### src/rtl/fft_power_spectrum.sv
// Power spectrum |X|^2 of the first NKEEP bins of each FFT frame, scaled and saturated.
// Optional FFT_PWR_SATCNT_EN adds o_sat_cnt, the saturated-bin count of the last frame.
module fft_power_spectrum #(
  parameter int IW    = 21,
  parameter int LGN   = 8,
  parameter int NKEEP = 129,
  parameter int SHIFT = 10,
  parameter int OW    = 32
) (
  input  logic            i_clk,
  input  logic            i_reset_n,
  input  logic            i_ce,
  input  logic            i_sync,
  input  logic [2*IW-1:0] i_result,
  output logic [OW-1:0]   o_data,
  output logic            o_valid,
  output logic            o_last,
  output logic [LGN-1:0]  o_bin,
  output logic            o_err
`ifdef FFT_PWR_SATCNT_EN
  ,
  output logic [15:0]     o_sat_cnt
`endif
);

  localparam int PW = 2*IW + 1;
  localparam int XW = (PW > OW) ? PW : OW;
  localparam logic [LGN-1:0] LASTB = LGN'(NKEEP - 1);
  localparam logic [LGN-1:0] ENDB  = '1;

  typedef enum logic [1:0] {
    IDLE,
    KEEP,
    SKIP
  } state_t;

  // Internal reset: asserts with i_reset_n, releases on a clock edge.
  logic [1:0] rs;
  logic       rst_n;

  always_ff @(posedge i_clk or negedge i_reset_n) begin
    if (!i_reset_n) rs <= 2'b00;
    else            rs <= {rs[0], 1'b1};
  end

  assign rst_n = rs[1];

  state_t         state, state_n;
  logic [LGN-1:0] cnt, cnt_n;
  logic           acc, acc_last, err_set;
  logic [LGN-1:0] acc_bin;

  always_ff @(posedge i_clk or negedge rst_n) begin
    if (!rst_n) begin
      state <= IDLE;
      cnt   <= '0;
    end else begin
      state <= state_n;
      cnt   <= cnt_n;
    end
  end

  always_comb begin
    state_n = state;
    cnt_n   = cnt;
    acc     = 1'b0;
    err_set = 1'b0;
    if (i_ce) begin
      if (i_sync) begin
        acc     = 1'b1;
        cnt_n   = LGN'(1);
        state_n = (NKEEP == 1) ? SKIP : KEEP;
        err_set = (state != IDLE) && (cnt != '0);
      end else begin
        unique case (state)
          IDLE: ;
          KEEP: begin
            acc   = 1'b1;
            cnt_n = cnt + LGN'(1);
            if (cnt == LASTB)
              state_n = (NKEEP == (1 << LGN)) ? KEEP : SKIP;
          end
          SKIP: begin
            cnt_n = cnt + LGN'(1);
            if (cnt == ENDB) state_n = KEEP;
          end
          default: state_n = IDLE;
        endcase
      end
    end
  end

  assign acc_bin  = i_sync ? '0 : cnt;
  assign acc_last = (acc_bin == LASTB);

  // Stage 1: squares of both components
  logic signed [IW-1:0]   re_s, im_s;
  logic signed [2*IW-1:0] pre_re, pre_im;
  logic [2*IW-1:0]        sq_re, sq_im;
  logic                   s1_valid, s1_last;
  logic [LGN-1:0]         s1_bin;

  assign re_s   = i_result[2*IW-1:IW];
  assign im_s   = i_result[IW-1:0];
  assign pre_re = re_s * re_s;
  assign pre_im = im_s * im_s;

  always_ff @(posedge i_clk or negedge rst_n) begin
    if (!rst_n) begin
      sq_re    <= '0;
      sq_im    <= '0;
      s1_valid <= 1'b0;
      s1_last  <= 1'b0;
      s1_bin   <= '0;
    end else if (i_ce) begin
      sq_re    <= unsigned'(pre_re);
      sq_im    <= unsigned'(pre_im);
      s1_valid <= acc;
      s1_last  <= acc_last;
      s1_bin   <= acc_bin;
    end
  end

  // Stage 2: sum, shift, saturate
  logic [PW-1:0] pwr;
  logic [XW-1:0] qx;
  logic          sat, s2_go;

  assign pwr   = PW'(sq_re) + PW'(sq_im);
  assign qx    = XW'(pwr) >> SHIFT;
  assign sat   = |(qx >> OW);
  assign s2_go = i_ce & s1_valid;

  always_ff @(posedge i_clk or negedge rst_n) begin
    if (!rst_n) begin
      o_data  <= '0;
      o_valid <= 1'b0;
      o_last  <= 1'b0;
      o_bin   <= '0;
      o_err   <= 1'b0;
    end else begin
      o_valid <= s2_go;
      o_last  <= s2_go & s1_last;
      if (s2_go) begin
        o_data <= sat ? '1 : qx[OW-1:0];
        o_bin  <= s1_bin;
      end
      if (err_set) o_err <= 1'b1;
    end
  end

`ifdef FFT_PWR_SATCNT_EN
  logic [15:0] sat_cnt, sat_sum;
  logic        sat_hit;

  assign sat_hit = s2_go & sat;
  assign sat_sum = (sat_hit && sat_cnt != 16'hFFFF) ?
                   sat_cnt + 16'd1 : sat_cnt;

  always_ff @(posedge i_clk or negedge rst_n) begin
    if (!rst_n) begin
      sat_cnt   <= '0;
      o_sat_cnt <= '0;
    end else begin
      if (acc && i_sync) sat_cnt <= '0;
      else               sat_cnt <= sat_sum;
      if (s2_go && s1_last) o_sat_cnt <= sat_sum;
    end
  end
`endif

endmodule

### config.mk
export PLATFORM = sky130hd
export DESIGN_NAME = fft_power_spectrum
export DESIGN_NICKNAME = d
export VERILOG_FILES = /design/src/rtl/fft_power_spectrum.sv
export SDC_FILE = /design/constraint.sdc
export NUM_CORES = 2
export LEC_CHECK = 0
export CORE_MARGIN = 1.5
export CORE_UTILIZATION = 60
export DETAILED_ROUTE_END_ITERATION = 8
export PLACE_DENSITY = 0.78
export REMOVE_ABC_BUFFERS = 1
export SKIP_LAST_GASP = 1
export SYNTH_ARGS = -nofsm -noshare
export SYNTH_HDL_FRONTEND = slang
export SYNTH_SLANG_ARGS = --single-unit
### constraint.sdc
create_clock -name i_clk -period 7.5 [get_ports i_clk]
set_input_delay 1.5 -clock i_clk [delete_from_list [all_inputs] [get_ports i_clk]]
set_output_delay 1.5 -clock i_clk [all_outputs]
set_load 0.005 [all_outputs]
==> summary.txt <==
=================================================================================
Worst hold stages                                                               0
Post-route ant nets                                                             0
Total global routing track utilization                                      33.2%
Unique cell type count in the Yosys netlist                                    78
DRC viols                                                                       0
Max transition margin                                                       16.5%
Peak clock frequency supported by timing                                  121 MHz
DPL Wire Length                                                           74.4 mm
Reg2Reg Depth                                                                  11
Post-synthesis simple-gate area fraction                                    9.02%
Cts bufs inserted                                                              17
Main area contributors after synthesis                               sky130_fd_sc_hd__fa_1 (45%), sky130_fd_sc_hd__inv_1 (12%), sky130_fd_sc_hd__ha_1 (10%), sky130_fd_sc_hd__dfrtp_1 (9.9%), sky130_fd_sc_hd__nand2_1 (3.3%)
Data required time of the worst path                                      7.79 ns
Total die area                                                          62800 µm²
Global-route congestion overflow total                                          0
Grt met3 use                                                                6.85%
Met1 Usage GRT                                                              39.0%
IO Port Bufs                                                                   88
Number of hold-repair buffers added at the cts stage                            0
Synth Area in Compound Gates                                                7.36%
Area added between synthesis and finish                                     26.8%
Yosys top cell by area                                               sky130_fd_sc_hd__fa_1
Startpoint of the worst-slack reg-to-reg timing path                    sq_im[11]
Count of boundary I/O pins                                                     89
Hold Crit Start                                                             rs[0]
Number of global-route vias before repair                                   33388
Top Usage Layer GRT                                                          met2
Slew of the pin with the lowest slew margin                               1.24 ns
Count of standard-cell rows                                                    90
First-pass GRT wire length                                                 163 mm
Placeable core region                                                   60500 µm²
Most common library cell in the layout ignoring fill and taps        sky130_fd_sc_hd__inv_1
Synth Area in Adders                                                        55.4%
Total of endpoints with negative setup slack in the final report               38
Number of enable flip-flop cells after synthesis                                0
Max-slew violation count                                                        0
Iter 0 DRT Violations                                                        2796
FF+latch count, synth                                                         145
Maximum fanout along the worst path                                             8
Mux cell area share after synthesis                                         2.01%
Net count of the finished layout                                             5750
Die width                                                                  251 µm
Class of the worst hold path                                           reg -> reg
Top library cells by usage in the layout, fill and taps aside        sky130_fd_sc_hd__inv_1 (1068), sky130_fd_sc_hd__fa_1 (755), sky130_fd_sc_hd__buf_4 (609)
Vias                                                                        31307
Ratio of cells with drive above 1 in the final layout                       28.1%
Worst setup slack after layout                                          -0.751 ns
Share of the yosys chip area belonging to registers                         9.86%
Post-synth top area share                                                   45.0%
Violated checks                                                      setup timing
Share of the clock period used by the worst path                             110%
CP Capture Type                                                         flip-flop
Antenna violations before repair                                                5
Later-pin clock latency in the skew report                                0.45 ns
Synth Instances                                                              3868
Register clock-pin slew on the reported worst setup and hold paths        0.06 ns
Vertical extent of the die                                                 251 µm
Starting density of the core                                                60.9%
Kind of start point of the critical path                               input port
Wirelength per Cell                                                       21.8 µm
Layout Skew                                                             0.0141 ns
Run status                                                           finished with violations
Final weighted congestion in routability-driven placement                   0.952
TritonCTS Sinks                                                               145
Clock H-tree levels                                                             4
Total iterations of the first detailed-routing run                              8
Endpoint, Worst Hold                                                        rs[1]
Fraction of synthesized cell area in xor and xnor cells                     3.45%
Yosys warning total                                                             0
Count of final hold-check violations                                            0
Synth Cell Area                                                         36800 µm²
Total wire length after detailed routing                                   117 mm
Via density per instance                                                     5.83
Setup repair after global routing missed its margin                          true
Root buf cell                                                        sky130_fd_sc_hd__clkbuf_16
Number of maximum-capacitance constraint violations                             0
Minimum period implied by the final worst setup slack                     8.25 ns
Worst hold margin                                                        0.358 ns
Maximum number of pins on one net before global-route repair                   82
Mean instance size in the synthesized netlist                            9.52 µm²
Core occupancy in the finished layout                                       77.2%
TritonCTS clock tree                                                        built
Commonest register cell after synthesis                              sky130_fd_sc_hd__dfrtp_1
Reg2Reg Capture Point                                                  o_data[18]
Maximum buffer depth of the clock tree                                          2
Critical path start-end classification                                  in -> reg
Arrival time worst endpoint                                               8.55 ns
Register-to-Register Setup Slack                                          3.48 ns
Main combinational cell family by area after synthesis                adder cells
Placement-stage worst setup slack                                        -1.43 ns
M2 GR Usage                                                                 57.3%
Post-synthesis async set-or-reset flop share                                 100%
=================================================================================
cells in the mapped netlist, types with 4 or more instances:
master                     instances
sky130_fd_sc_hd__buf_1             7
sky130_fd_sc_hd__nand3_1          22
sky130_fd_sc_hd__xor2_1           45
sky130_fd_sc_hd__nand3b_1         13
sky130_fd_sc_hd__a31o_2           14
sky130_fd_sc_hd__a211oi_1         19
sky130_fd_sc_hd__ha_1            304
sky130_fd_sc_hd__dfrtp_1         145
sky130_fd_sc_hd__xnor2_1         100
sky130_fd_sc_hd__a31oi_1          13
sky130_fd_sc_hd__nand4_1           8
sky130_fd_sc_hd__or2_2             7
sky130_fd_sc_hd__inv_1          1146
sky130_fd_sc_hd__o21bai_1         13
sky130_fd_sc_hd__nand2b_1         11
sky130_fd_sc_hd__o22ai_1           7
sky130_fd_sc_hd__o211ai_1          4
sky130_fd_sc_hd__nand2_1         325
sky130_fd_sc_hd__and2_1          124
sky130_fd_sc_hd__nor2b_1          15
sky130_fd_sc_hd__fa_1            828
sky130_fd_sc_hd__o21ai_0          73
sky130_fd_sc_hd__mux2_2           62
sky130_fd_sc_hd__clkbuf_1        106
sky130_fd_sc_hd__nor2_1          151
sky130_fd_sc_hd__o22a_1           29
sky130_fd_sc_hd__a21o_1           61
sky130_fd_sc_hd__mux2i_1           4
sky130_fd_sc_hd__o21a_1           14
sky130_fd_sc_hd__o31ai_1           7
sky130_fd_sc_hd__o221ai_1          6
sky130_fd_sc_hd__a21oi_1         100
sky130_fd_sc_hd__nor3_1           11
sky130_fd_sc_hd__and3_1           11
worst max-delay path, stage by stage:
cell and delay (ns):
sky130_fd_sc_hd__buf_2 0.15, sky130_fd_sc_hd__buf_12 0.15, sky130_fd_sc_hd__buf_12 0.14, sky130_fd_sc_hd__nand2_1 0.15
sky130_fd_sc_hd__inv_1 0.12, sky130_fd_sc_hd__fa_2 0.39, sky130_fd_sc_hd__fa_1 0.73, sky130_fd_sc_hd__fa_1 0.55
sky130_fd_sc_hd__fa_2 0.54, sky130_fd_sc_hd__fa_2 0.42, sky130_fd_sc_hd__fa_1 0.72, sky130_fd_sc_hd__inv_2 0.10
sky130_fd_sc_hd__fa_1 0.56, sky130_fd_sc_hd__inv_2 0.05, sky130_fd_sc_hd__ha_4 0.21, sky130_fd_sc_hd__a21o_1 0.18
sky130_fd_sc_hd__a21oi_2 0.18, sky130_fd_sc_hd__nor2b_2 0.07, sky130_fd_sc_hd__o311a_1 0.33, sky130_fd_sc_hd__a311oi_4 0.37
sky130_fd_sc_hd__o31ai_4 0.13, sky130_fd_sc_hd__buf_4 0.15, sky130_fd_sc_hd__and4_4 0.14, sky130_fd_sc_hd__a2111oi_4 0.20
sky130_fd_sc_hd__mux2i_1 0.22, sky130_fd_sc_hd__o2111ai_1 0.10
routing by layer:
metal  wire length [µm]  part of all wire (%)  up-vias
met2              55400                    47     2013
met3              12500                    11      907
met1              39000                    33    15522
met5                 14                 0.012        -
li1                   -                     -    12863
met4               9970                   8.5        2
through the flow:
stage	area, µm²	std cells	TNS, ns
finish	46700	5370	-13.21
global route	46600	5366	-18.07
CTS	45300	5327	-0.812
detailed placement	42500	5176	-45.97
global placement	42500	5176	-42.05
floorplan	36400	3752	-3.35
worst max-delay path by stage:
stage                endpoint  cells past startpoint         start  slack [ns]
finish              sq_im[41]                     26  i_result[19]       -0.75
global route        sq_im[41]                     29   i_result[0]       -0.88
CTS                 sq_im[39]                     27  i_result[10]       -0.21
detailed placement  sq_im[39]                     30  i_result[15]       -1.43
global placement    sq_re[38]                     28  i_result[29]       -1.22
floorplan           sq_im[41]                     24  i_result[20]       -0.66
registers in the layout (all words and copies together), names as in the netlist, 2 cells and up:
| signal | cells |
|---|---|
| sq_im | 40 |
| rs | 2 |
| state | 2 |
| s1_bin | 8 |
| sq_re | 40 |
| o_data | 32 |
| o_bin | 8 |
| cnt | 8 |
logic make-up after synthesis:
| logic type | after synthesis |
|---|---|
| AND/OR/NAND/NOR | 718 |
| flip-flops | 145 |
| other | 1 |
| multiplexers | 66 |
| adder cells (fa/ha/maj) | 1132 |
| AO/OA/AOI/OAI | 397 |
| buffers and inverters | 1264 |
| XOR/XNOR | 145 |
timing repair:
action / CTS / global route
resized for setup: 540 / 302
cloned: 13 / 2
setup buffers: 112 / 42
setup endpoints to repair: 46 / 38
pin swaps: 207 / 237
final cells by class:
cell class	instances	area [µm²]
sequential	145	3630
multi-input combinational	2459	30200
clock inverter	12	110
clock buffer	19	433
inverter	1148	4330
antenna	4	10.0
tap	782	978
fill	3245	13800
timing repair buffer	801	7000
Power is left out: the tool's default activity adds up to more than one toggle a clock period on the data nets, which glitch-free logic cannot reach.
